## src/rtl/video_timing_pkg.sv

```systemverilog
// Shared raster timing definitions for the HDMI output path.
// Holds the CEA-861 720p60 constants, total-length helpers and the phase enum.
package video_timing_pkg;

    localparam int   H_ACTIVE_720P  = 1280;
    localparam int   H_FP_720P      = 110;
    localparam int   H_SYNC_720P    = 40;
    localparam int   H_BP_720P      = 220;
    localparam int   V_ACTIVE_720P  = 720;
    localparam int   V_FP_720P      = 5;
    localparam int   V_SYNC_720P    = 5;
    localparam int   V_BP_720P      = 20;
    localparam logic HSYNC_POL_720P = 1'b1;
    localparam logic VSYNC_POL_720P = 1'b1;
    localparam int   CNT_W_720P     = 12;

    // Position of a counter within one axis, in raster order.
    typedef enum logic [1:0] {
        ACTIVE,
        FRONT,
        SYNC,
        BACK
    } phase_t;

    function automatic int axis_total(
        input int active,
        input int fp,
        input int sync,
        input int bp
    );
        return active + fp + sync + bp;
    endfunction

    function automatic int h_total(
        input int h_active,
        input int h_fp,
        input int h_sync,
        input int h_bp
    );
        return axis_total(h_active, h_fp, h_sync, h_bp);
    endfunction

    function automatic int v_total(
        input int v_active,
        input int v_fp,
        input int v_sync,
        input int v_bp
    );
        return axis_total(v_active, v_fp, v_sync, v_bp);
    endfunction

endpackage

```

## src/rtl/video_axis_timing.sv

```systemverilog
// One raster axis: a wrapping position counter plus its phase decode.
// Ports: clk, rst (sync, high), step (advance); cnt, wrap (at last), phase.
module video_axis_timing
    import video_timing_pkg::*;
#(
    parameter int ACTIVE_LEN = H_ACTIVE_720P,
    parameter int FP_LEN     = H_FP_720P,
    parameter int SYNC_LEN   = H_SYNC_720P,
    parameter int BP_LEN     = H_BP_720P,
    parameter int CNT_W      = CNT_W_720P
) (
    input  logic             clk,
    input  logic             rst,
    input  logic             step,
    output logic [CNT_W-1:0] cnt,
    output logic             wrap,
    output phase_t           phase
);

    localparam int TOTAL = axis_total(ACTIVE_LEN, FP_LEN, SYNC_LEN, BP_LEN);

    localparam logic [CNT_W-1:0] LAST     = CNT_W'(TOTAL - 1);
    localparam logic [CNT_W-1:0] FRONT_AT = CNT_W'(ACTIVE_LEN);
    localparam logic [CNT_W-1:0] SYNC_AT  = CNT_W'(ACTIVE_LEN + FP_LEN);
    localparam logic [CNT_W-1:0] BACK_AT  = CNT_W'(ACTIVE_LEN + FP_LEN + SYNC_LEN);

    logic [CNT_W-1:0] cnt_q;
    logic [CNT_W-1:0] cnt_d;

    assign wrap = (cnt_q == LAST);
    assign cnt  = cnt_q;

    always_comb begin
        cnt_d = cnt_q;
        if (step) begin
            cnt_d = wrap ? '0 : cnt_q + CNT_W'(1);
        end
    end

    // Boundaries are checked in raster order so zero-length phases
    // simply never match.
    always_comb begin
        phase = BACK;
        if (cnt_q < FRONT_AT) begin
            phase = ACTIVE;
        end else if (cnt_q < SYNC_AT) begin
            phase = FRONT;
        end else if (cnt_q < BACK_AT) begin
            phase = SYNC;
        end
    end

    always_ff @(posedge clk) begin
        if (rst) begin
            cnt_q <= '0;
        end else begin
            cnt_q <= cnt_d;
        end
    end

endmodule

```

## src/rtl/video_timing_gen.sv

```systemverilog
// Raster timing generator (default CEA-861 1280x720p60) in the pixel clock domain.
// Ports: pix_clk, rst (sync, high), en; hsync, vsync, de, x, y, line_start, frame_start.
module video_timing_gen
    import video_timing_pkg::*;
#(
    parameter int   H_ACTIVE  = H_ACTIVE_720P,
    parameter int   H_FP      = H_FP_720P,
    parameter int   H_SYNC    = H_SYNC_720P,
    parameter int   H_BP      = H_BP_720P,
    parameter int   V_ACTIVE  = V_ACTIVE_720P,
    parameter int   V_FP      = V_FP_720P,
    parameter int   V_SYNC    = V_SYNC_720P,
    parameter int   V_BP      = V_BP_720P,
    parameter logic HSYNC_POL = HSYNC_POL_720P,
    parameter logic VSYNC_POL = VSYNC_POL_720P,
    parameter int   CNT_W     = CNT_W_720P
) (
    input  logic             pix_clk,
    input  logic             rst,
    input  logic             en,
    output logic             hsync,
    output logic             vsync,
    output logic             de,
    output logic [CNT_W-1:0] x,
    output logic [CNT_W-1:0] y,
    output logic             line_start,
    output logic             frame_start
);

    localparam int H_TOTAL = h_total(H_ACTIVE, H_FP, H_SYNC, H_BP);
    localparam int V_TOTAL = v_total(V_ACTIVE, V_FP, V_SYNC, V_BP);

    if ((CNT_W > 30) || (H_TOTAL > (1 << CNT_W)) || (V_TOTAL > (1 << CNT_W))) begin : g_cnt_w_chk
        $error("video_timing_gen: CNT_W too narrow for H_TOTAL-1 / V_TOTAL-1");
    end

    logic [CNT_W-1:0] h_cnt;
    logic [CNT_W-1:0] v_cnt;
    logic             h_wrap;
    logic             v_wrap_unused;
    logic             v_step;
    phase_t           h_phase;
    phase_t           v_phase;

    // The vertical axis only moves on the last pixel of an enabled line.
    assign v_step = h_wrap & en;

    video_axis_timing #(
        .ACTIVE_LEN (H_ACTIVE),
        .FP_LEN     (H_FP),
        .SYNC_LEN   (H_SYNC),
        .BP_LEN     (H_BP),
        .CNT_W      (CNT_W)
    ) u_h_axis (
        .clk   (pix_clk),
        .rst   (rst),
        .step  (en),
        .cnt   (h_cnt),
        .wrap  (h_wrap),
        .phase (h_phase)
    );

    video_axis_timing #(
        .ACTIVE_LEN (V_ACTIVE),
        .FP_LEN     (V_FP),
        .SYNC_LEN   (V_SYNC),
        .BP_LEN     (V_BP),
        .CNT_W      (CNT_W)
    ) u_v_axis (
        .clk   (pix_clk),
        .rst   (rst),
        .step  (v_step),
        .cnt   (v_cnt),
        .wrap  (v_wrap_unused),
        .phase (v_phase)
    );

    logic             hsync_q, hsync_d;
    logic             vsync_q, vsync_d;
    logic             de_q, de_d;
    logic [CNT_W-1:0] x_q, x_d;
    logic [CNT_W-1:0] y_q, y_d;
    logic             line_start_q, line_start_d;
    logic             frame_start_q, frame_start_d;

    // Outputs describe the counter state one edge earlier; with en low
    // everything, strobes included, simply holds.
    always_comb begin
        hsync_d       = hsync_q;
        vsync_d       = vsync_q;
        de_d          = de_q;
        x_d           = x_q;
        y_d           = y_q;
        line_start_d  = line_start_q;
        frame_start_d = frame_start_q;
        if (en) begin
            hsync_d       = (h_phase == SYNC) ? HSYNC_POL : ~HSYNC_POL;
            vsync_d       = (v_phase == SYNC) ? VSYNC_POL : ~VSYNC_POL;
            de_d          = (h_phase == ACTIVE) && (v_phase == ACTIVE);
            x_d           = h_cnt;
            y_d           = v_cnt;
            line_start_d  = (h_cnt == '0);
            frame_start_d = (h_cnt == '0) && (v_cnt == '0);
        end
    end

    always_ff @(posedge pix_clk) begin
        if (rst) begin
            hsync_q       <= ~HSYNC_POL;
            vsync_q       <= ~VSYNC_POL;
            de_q          <= 1'b0;
            x_q           <= '0;
            y_q           <= '0;
            line_start_q  <= 1'b0;
            frame_start_q <= 1'b0;
        end else begin
            hsync_q       <= hsync_d;
            vsync_q       <= vsync_d;
            de_q          <= de_d;
            x_q           <= x_d;
            y_q           <= y_d;
            line_start_q  <= line_start_d;
            frame_start_q <= frame_start_d;
        end
    end

    assign hsync       = hsync_q;
    assign vsync       = vsync_q;
    assign de          = de_q;
    assign x           = x_q;
    assign y           = y_q;
    assign line_start  = line_start_q;
    assign frame_start = frame_start_q;

endmodule

```

## config.mk

```make
export PLATFORM = sky130hd
export DESIGN_NAME = video_timing_gen
export DESIGN_NICKNAME = d
export VERILOG_FILES = /design/src/rtl/video_timing_pkg.sv /design/src/rtl/video_axis_timing.sv /design/src/rtl/video_timing_gen.sv
export SDC_FILE = /design/constraint.sdc
export NUM_CORES = 1
export LEC_CHECK = 0
export CORE_MARGIN = 8
export CORE_UTILIZATION = 23
export DETAILED_ROUTE_END_ITERATION = 12
export GPL_TIMING_DRIVEN = 1
export HOLD_SLACK_MARGIN = 0.08
export PLACE_DENSITY = 0.37
export SLEW_MARGIN = 20
export SYNTH_ARGS = -nofsm -noshare
export SYNTH_HDL_FRONTEND = slang
export SYNTH_HIERARCHICAL = 1
export SYNTH_SLANG_ARGS = --single-unit
export TNS_END_PERCENT = 30
```

## constraint.sdc

```tcl
create_clock -name pix_clk -period 2.6 [get_ports pix_clk]
set_input_delay 0.26 -clock pix_clk [delete_from_list [all_inputs] [get_ports pix_clk]]
set_output_delay 0.26 -clock pix_clk [all_outputs]
set_load 0.005 [all_outputs]
```

After elaboration in Yosys (flattened, before gate mapping) --
Cells that the tools add are included.
Storage, ports and cells: register bits after elaboration 53, input bits 3, output and inout port bits 29, word-level logic and storage cells 38
Cells by class: add/subtract/negate cells 2, magnitude comparators 6, eq/ne operators 4, multiplexer cells 10, bitwise logic cells 1, reduce and logical (&&, ||, !) cells 6
Operator list (number):
- $lt 12x10->1 const B | 3
- $lt 12x11->1 const B | 3
- $add 12x1->12 const B | 2
- $logic_not 12->1 | 2
- $mux 12 | 2
- $eq 12x10->1 const B | 1
- $eq 12x11->1 const B | 1
- $mux 2 | 4
- $eq 2x2->1 const B | 2
- $logic_not 2->1 | 2
- $mux 1 | 4
- $logic_and 1x1->1 | 2
- $and 1x1->1 | 1

Longest topological paths before layout --
Gate-level depths: netlist of the first run.
word-level depth 6, depth in mapped cells 9, gate-level depth less buffers 9

Modules after synthesis --
Netlist of the first run, hierarchy kept.
Modules (own cells, without submodules):
- video_timing_gen | instances 1, cells each 109, area each 1109.8 µm², sequential area each 580.6 µm²
- video_axis_timing (u_v_axis) | instances 1, cells each 80, area each 705.7 µm², sequential area each 240.2 µm²
- video_axis_timing (u_h_axis) | instances 1, cells each 75, area each 683.2 µm², sequential area each 240.2 µm²

Worst setup path before layout of the first run --
Ideal clock, no wire load.
path type reg-to-reg, start register u_h_axis.cnt_q[0], in the netlist u_h_axis/cnt[0], end register u_v_axis.cnt_q[10], in the netlist u_v_axis/cnt[10], library setup time 0.115 ns, arrival 2.160 ns, required time 2.485 ns, setup slack 0.326 ns, stages on the path, launching flop included 9, buffers on the path 0, clock period less this slack 2.274 ns, cell sequence dfxtp_1 > ha_1 > or4b_4 > nor4_4 > and2_1 > nand4_2 > nor4_2 > xnor2_1 > nor2_1
On the way: longest elaborated chain between the ends 2
Ends and longest elaborated chain:
- start: declaration | RTL line video_axis_timing.sv:27 | logic [CNT_W-1:0] cnt_q;
- start signal: assignment | RTL line video_axis_timing.sv:57 | cnt_q <= cnt_d;
- $eq 12x11->1 | RTL line video_axis_timing.sv:30 | assign wrap = (cnt_q == LAST);
- named net h_wrap | RTL line video_timing_gen.sv:39 | logic h_wrap;
- $and 1x1->1 | RTL line video_timing_gen.sv:46 | assign v_step = h_wrap & en;
- named net v_step | RTL line video_timing_gen.sv:41 | logic v_step;
- end signal: assignment | RTL line video_axis_timing.sv:57
- end: declaration | RTL line video_axis_timing.sv:27
The timed path passes the listed nets, and every way through them passes these cells. A chain may end at the register's enable or synchronous reset.

Final worst setup path of the first run --
Same ends and word-level chain as after synthesis.

==> flow_metrics.env, run 1 <==
export IMPL_grt_max_degree=18
export IMPL_pre_cts_slack_ps=220
export IMPL_period_minus_slack_ps=2300
export IMPL_switching_power_uw=324
export IMPL_cp_max_fo=7
export IMPL_grt_pass1_wl_mm=10.0
export IMPL_antenna_found_initial=0
export IMPL_endpoint_kind="flop"
export IMPL_finClkSkew_ps=9.62
export IMPL_clkLatencyLatePin_ps=300
export IMPL_synthTopCellsByArea="dfxtp_1 (42%), mux2i_1 (10%), nor2_1 (8.7%)"
export IMPL_wl_per_cell_um=13.6
export IMPL_synth_cells=264
export IMPL_cp_start_kind="flop"
export IMPL_crit_arrival_ps=2490
export IMPL_synth_cell_types=44
export IMPL_critPathKind="reg -> reg"
export IMPL_nets=306
export IMPL_worst_slack_ps=302
export IMPL_drc_errors=0
export IMPL_maxSlewViolCount=0
export IMPL_initial_core_util_pct=23.4
export IMPL_p_int_mw=1.05
export IMPL_hp_class="in -> reg"
export IMPL_ant_nets=0
export IMPL_fp_row_count=38
export IMPL_diodes=0
export IMPL_cts_tree="yes"
export IMPL_place_congestion=0.759
export IMPL_setup_viol=0
export IMPL_layout_drive_gt1_share_pct=10.7
export IMPL_ys_seq_area_share_pct=42.5
export IMPL_grt_overflow_total=0
export IMPL_ys_seq_elements=53
export IMPL_drt_iter0_drc=66
export IMPL_maxSlewHeadroom_pct=69.7
export IMPL_syn_num_nets=272
export IMPL_cts_htree_levels=2
export IMPL_first_global_vias=1880
export IMPL_yosys_warnings=6
export IMPL_hold_viol=0
export IMPL_synth_area_mm2=0.00250
export IMPL_hpwl_mm=4.31
export IMPL_synth_avg_cell_area_um2=9.46
export IMPL_layout_commonest_cell="nor2_1"
export IMPL_power_frac_seq_pct=60.1
export IMPL_p_leak_nw=1.13
export IMPL_grt_usage_pct=8.53
export IMPL_fill_cells=1164
export IMPL_worstPathRequired_ps=2800
export IMPL_die_w_um=120
export IMPL_area_growth_synth_to_final_pct=20.5
export IMPL_drt_wl_total_mm=5.98
export IMPL_io_pins=32
export IMPL_clock_path_buffers=2
export IMPL_tightest_slew_ps=443
export IMPL_fp_dieArea_mm2=0.0145
export IMPL_synth_top_cell_area_share_pct=42.5
export IMPL_clock_sinks=53
export IMPL_cap_violations=0
export IMPL_irDropWorstVdd_mv=0.208
export IMPL_viasPerCell=4.22
export IMPL_grt_setup_unrepaired="no"
export IMPL_clkPwrFrac_pct=33.4
export IMPL_core_mm2=0.0107
export IMPL_portBuffers=31
export IMPL_power_frac_comb_pct=6.5
export IMPL_vias=1853
export IMPL_clk_pin_slew_ps=90
export IMPL_root_buffer="clkbuf_8"
export IMPL_fmax_mhz=435
export IMPL_status="complete, no violations"
export IMPL_numCtsBuffers=5
export IMPL_synth_top_cell_by_area="dfxtp_1"
export IMPL_final_cell_mix="nor2_1 (58), dfxtp_1 (52), clkdlybuf4s50_1 (30)"
export IMPL_setup_tns_ps=0
export IMPL_drtPass1Iterations=4
export IMPL_finalCritPeriodShare_pct=88.4
export IMPL_powerDensity_mw_per_mm2=458
export IMPL_die_h_um=120
export IMPL_switching_share_pct=23.5
[final timing paths]
check / from / depth (start not counted) / endpoint / slack [ps]
min: en / 3 / x[2] / 390
max: u_h_axis/cnt[0] / 8 / u_v_axis/cnt[10] / 300
min reg2reg: frame_start / 2 / frame_start / 470
max reg2reg: u_h_axis/cnt[0] / 8 / u_v_axis/cnt[10] / 300
[cells in the mapped netlist, drive strengths merged]
master,instances
a2111oi,1
a211oi,2
a21o,4
a21oi,6
a31oi,2
and2,2
and3,3
and4,4
and4b,1
buf,13
clkbuf,2
dfxtp,53
ha,5
inv,6
mux2i,26
nand2,11
nand2b,3
nand3,5
nand3b,2
nand4,9
nor2,59
nor3,6
nor3b,1
nor4,7
nor4b,2
o21a,1
o21ai,3
o31ai,1
or3b,1
or4b,1
xnor2,11
xor2,11
[sequential cells by signal (all words and copies together), names as in the netlist]
name and count:
y 12, x 12, line_start 1, de 1, frame_start 1, hsync 1
vsync 1, u_v_axis/cnt 12, u_h_axis/cnt 12
[critical path, stage by stage, from the launching register on]
cell	delay [ps]
dfxtp_2	410
ha_1	170
or4b_4	470
nor4_4	260
and2_1	240
nand4_2	160
nor4_2	290
xnor2_1	150
nor2_1	50
[stage by stage]
stage	total power, mW	area [um2]	util [%]	instances	hold slack (ps)
floorplan	0.910	2500	-	264	420
global placement	0.941	2930	27.4	431	462
detailed placement	0.940	2930	27.4	431	464
CTS	1.41	3010	28.1	439	386
global route	1.45	3010	28.2	439	381
finish	1.38	3010	28.2	439	395
[final cells by class]
type                    instances  area (um2)  share of cell area (%)
multi-input cells             190        1280                    42.6
clock buffers                   8        80.1                    2.66
repair buffers                 42         388                    12.9
well taps                     140         175                    5.82
inverters                       6        22.5                   0.748
flip-flops and latches         53        1060                    35.3
[per-layer routing]
metal,up-vias,routed length [um],GRT usage [%],share of wire [%]
li1,970,-,-,-
met1,870,2760,10.3,46
met2,11,3060,14.8,51
met3,2,134,2.05,2.2
met4,0,30,2.34,0.50
met5,-,0,0,0
[cells by family after synthesis]
kind of cell | count (synthesis) | synth area share (%)
mux | 26 | 10.4
buf+inv | 21 | 6.16
simple gates | 117 | 25.0
xor+xnor | 22 | 7.71
flops | 53 | 42.5
compound gates | 20 | 5.71
fa+ha+maj | 5 | 2.50
[power by group through the flow]
stage / Sequential [mW] / Clock [mW] / Combinational (mW)
floorplan: 0.849 / 0 / 0.0609
global placement: 0.847 / 0 / 0.0934
finish: 0.829 / 0.460 / 0.0902
global route: 0.830 / 0.517 / 0.0998
CTS: 0.829 / 0.488 / 0.0927
detailed placement: 0.848 / 0 / 0.0926
[what timing repair did]
item	4_1_cts	5_1_grt
setup buffers	0	0
hold buffers	0	0
endpoints found under the setup margin	0	1
resized for setup	0	1
No activity file was read; power rests on OpenSTA's default activity.
==> run 2: changes to the inputs <==
--- a/config.mk
+++ b/config.mk
@@ -6,14 +6,14 @@
 export NUM_CORES = 1
 export LEC_CHECK = 0
 export CORE_MARGIN = 8
-export CORE_UTILIZATION = 23
+export CORE_UTILIZATION = 54
 export DETAILED_ROUTE_END_ITERATION = 12
 export GPL_TIMING_DRIVEN = 1
 export HOLD_SLACK_MARGIN = 0.08
-export PLACE_DENSITY = 0.37
+export PLACE_DENSITY = 0.75
+export RECOVER_POWER = 25
 export SLEW_MARGIN = 20
 export SYNTH_ARGS = -nofsm -noshare
 export SYNTH_HDL_FRONTEND = slang
-export SYNTH_HIERARCHICAL = 1
 export SYNTH_SLANG_ARGS = --single-unit
 export TNS_END_PERCENT = 30
==> run 2 against run 1 <==
Maximum frequency shrank 0.97%. Combinational power shrank 20%. Clock skew shrank 2.0 ps. Global-route usage grew 7.8 points. First-iteration DRC count grew 140%. Worst hold slack gained 74 ps. Routed wire length shrank 5.8%. Critical path type unchanged. Die area shrank 51%.
==> flow_metrics.env, run 2 <==
export IMPL_status="complete, no violations"
export IMPL_async_flop_share_pct=0
export IMPL_nets=320
export IMPL_io_pins=32
export IMPL_clock_path_buffers=2
export IMPL_synth_cell_types=45
export IMPL_top_layer_used="met4"
export IMPL_place_congestion=0.936
export IMPL_setup_tns_ps=0
export IMPL_synth_top_cell_area_share_pct=42.1
export IMPL_cts_tree="yes"
export IMPL_final_cell_mix="dfxtp_1 (53), nor2_1 (41), clkdlybuf4s50_1 (29)"
export IMPL_tightest_slew_ps=832
export IMPL_hold_viol=0
export IMPL_cp_max_fo=12
export IMPL_core_mm2=0.00460
export IMPL_post_cts_repair_setup_buffers=0
export IMPL_clkLatencyLatePin_ps=300
export IMPL_antenna_found_initial=0
export IMPL_viasPerCell=5.88
export IMPL_drtPass1Iterations=5
export IMPL_finalCritPeriodShare_pct=89.2
export IMPL_root_buffer="clkbuf_8"
export IMPL_maxSlewViolCount=0
export IMPL_synth_edff_count=0
export IMPL_cts_hold_buffers=0
export IMPL_synth_avg_cell_area_um2=8.67
export IMPL_fp_dieArea_mm2=0.00711
export IMPL_critPathKind="reg -> reg"
export IMPL_r2r_start="u_h_axis.cnt[2]"
export IMPL_wl_per_cell_um=15.4
export IMPL_ys_seq_elements=53
export IMPL_dr_wl_met3_um=237
export IMPL_fill_cells=394
export IMPL_cap_violations=0
export IMPL_diodes=0
export IMPL_initial_core_util_pct=54.9
export IMPL_vias=2148
export IMPL_portBuffers=31
export IMPL_synth_area_mm2=0.00252
export IMPL_synthFlopType="dfxtp_1"
export IMPL_clock_sinks=53
export IMPL_switching_power_uw=307
export IMPL_hp_class="reg -> reg"
export IMPL_grt_max_degree=36
export IMPL_clk_pin_slew_ps=90
export IMPL_drc_errors=0
export IMPL_powerDensity_mw_per_mm2=478
export IMPL_setup_viol=0
export IMPL_ys_seq_area_share_pct=42.1
export IMPL_drt_met1_wl_mm=2.47
export IMPL_ant_nets=0
export IMPL_first_global_vias=2030
export IMPL_cts_htree_levels=2
export IMPL_crit_arrival_ps=2560
export IMPL_worstPathRequired_ps=2840
export IMPL_r2r_slack_ps=280
export IMPL_min_to="hsync"
export IMPL_grt_usage_pct=16.3
export IMPL_drt_wl_total_mm=5.63
export IMPL_die_w_um=84.3
export IMPL_cp_start_kind="flop"
export IMPL_die_h_um=84.3
export IMPL_syn_num_nets=301
export IMPL_layout_drive_gt1_share_pct=6.11
export IMPL_yosys_warnings=0
export IMPL_synth_common_cells="dfxtp_1 (53), nor2_1 (41), mux2i_1 (23)"
export IMPL_pre_cts_slack_ps=293
export IMPL_finClkSkew_ps=7.64
export IMPL_worstHoldPathCells=2
export IMPL_power_frac_seq_pct=59.0
export IMPL_period_minus_slack_ps=2320
export IMPL_worst_slack_ps=280
export IMPL_r2r_cells=4
export IMPL_grt_pass1_wl_mm=9.76
export IMPL_synth_cells=291
export IMPL_drt_iter0_drc=157
export IMPL_fmax_mhz=431
export IMPL_hpwl_mm=4.00
export IMPL_grt_overflow_total=0
export IMPL_grt_setup_unrepaired="no"
export IMPL_cts_resized=0
export IMPL_clkPwrFrac_pct=35.8
export IMPL_numCtsBuffers=5
export IMPL_irDropWorstVdd_mv=0.353
export IMPL_layout_commonest_cell="dfxtp_1"
export IMPL_fp_row_count=25
export IMPL_p_leak_nw=1.06
export IMPL_dr_wl_met2_mm=2.83
export IMPL_power_frac_comb_pct=5.2
export IMPL_finalPower_mw=1.40
export IMPL_holdCritStartpoint="hsync"
export IMPL_maxSlewHeadroom_pct=44.5
export IMPL_switching_share_pct=22.0
export IMPL_p_int_mw=1.09
export IMPL_endpoint_kind="flop"
export IMPL_reg2reg_to="u_v_axis.cnt[4]"
export IMPL_synth_top_cell_by_area="dfxtp_1"
export IMPL_area_growth_synth_to_final_pct=15.7
export IMPL_yosysMostFrequentCell="dfxtp_1"
export IMPL_synthTopCellsByArea="dfxtp_1 (42%), mux2i_1 (9.1%), nor2_1 (6.1%)"
[run 2: cell types whose count changed after synthesis, sizes merged, moves of 6 or more]
cell / change
xor2: -7
or3: +7
clkbuf: +14
inv: +6
nor2: -18
a21oi: +10
nand2: +10
[run 2: worst max path at each step]
| stage | end | from | cells past startpoint |
|---|---|---|---|
| 2_1_floorplan | u_v_axis.cnt[9] | u_h_axis.cnt[2] | 6 |
| 5_1_grt | u_v_axis.cnt[4] | u_h_axis.cnt[2] | 4 |
| 3_3_place_gp | u_v_axis.cnt[4] | u_h_axis.cnt[2] | 4 |
| 3_5_place_dp | u_v_axis.cnt[4] | u_h_axis.cnt[2] | 4 |
| 4_1_cts | u_v_axis.cnt[4] | u_h_axis.cnt[2] | 4 |
| 6_report | u_v_axis.cnt[4] | u_h_axis.cnt[2] | 4 |
[run 2: power groups by stage]
stage	Clock (mW)	Combinational [mW]	Sequential, mW
floorplan	0	0.0475	0.844
finish	0.500	0.0721	0.824
detailed placement	0	0.0748	0.843
CTS	0.517	0.0750	0.824
global route	0.552	0.0803	0.825
global placement	0	0.0743	0.843
[run 2: routing by layer]
| metal | GRT usage (%) | vias up |
|---|---|---|
| li1 | - | 1066 |
| met2 | 27.5 | 49 |
| met1 | 19.2 | 1025 |
| met3 | 3.68 | 8 |
| met5 | 0 | - |
| met4 | 7.25 | 0 |
[run 2: cells by family after synthesis]
kind of cell             after synthesis  share of synthesized area (%)
AO/OA/AOI/OAI                         40                           10.7
XOR/XNOR                              10                           3.47
adder cells (fa/ha/maj)                7                           3.47
buffers and inverters                 36                           6.05
flip-flops                            53                           42.1
multiplexers                          23                           9.13
AND/OR/NAND/NOR                      122                           25.1
[run 2: critical path, stage by stage, from the launching register on]
cell	delay, ps
dfxtp_1	410
or4_4	600
or4_4	640
or4_1	490
a21oi_1	130
[run 2: area by class of cell]
type | count | area [um2] | share of cell area [%]
multi-input combinational | 202 | 1310 | 44.8
clock inverter | 1 | 5.00 | 0.171
sequential | 53 | 1060 | 36.3
timing repair buffer | 36 | 335 | 11.5
inverter | 12 | 45.0 | 1.54
clock buffer | 7 | 96.3 | 3.30
tap | 54 | 67.6 | 2.31
[run 2: stage by stage]
step / cell area, um2 / util [%] / hold slack (ps) / instances
CTS: 2930 / 63.6 / 467 / 365
global placement: 2830 / 61.4 / 452 / 357
detailed placement: 2830 / 61.4 / 455 / 357
floorplan: 2520 / - / 444 / 291
finish: 2920 / 63.5 / 469 / 365
global route: 2920 / 63.5 / 487 / 365
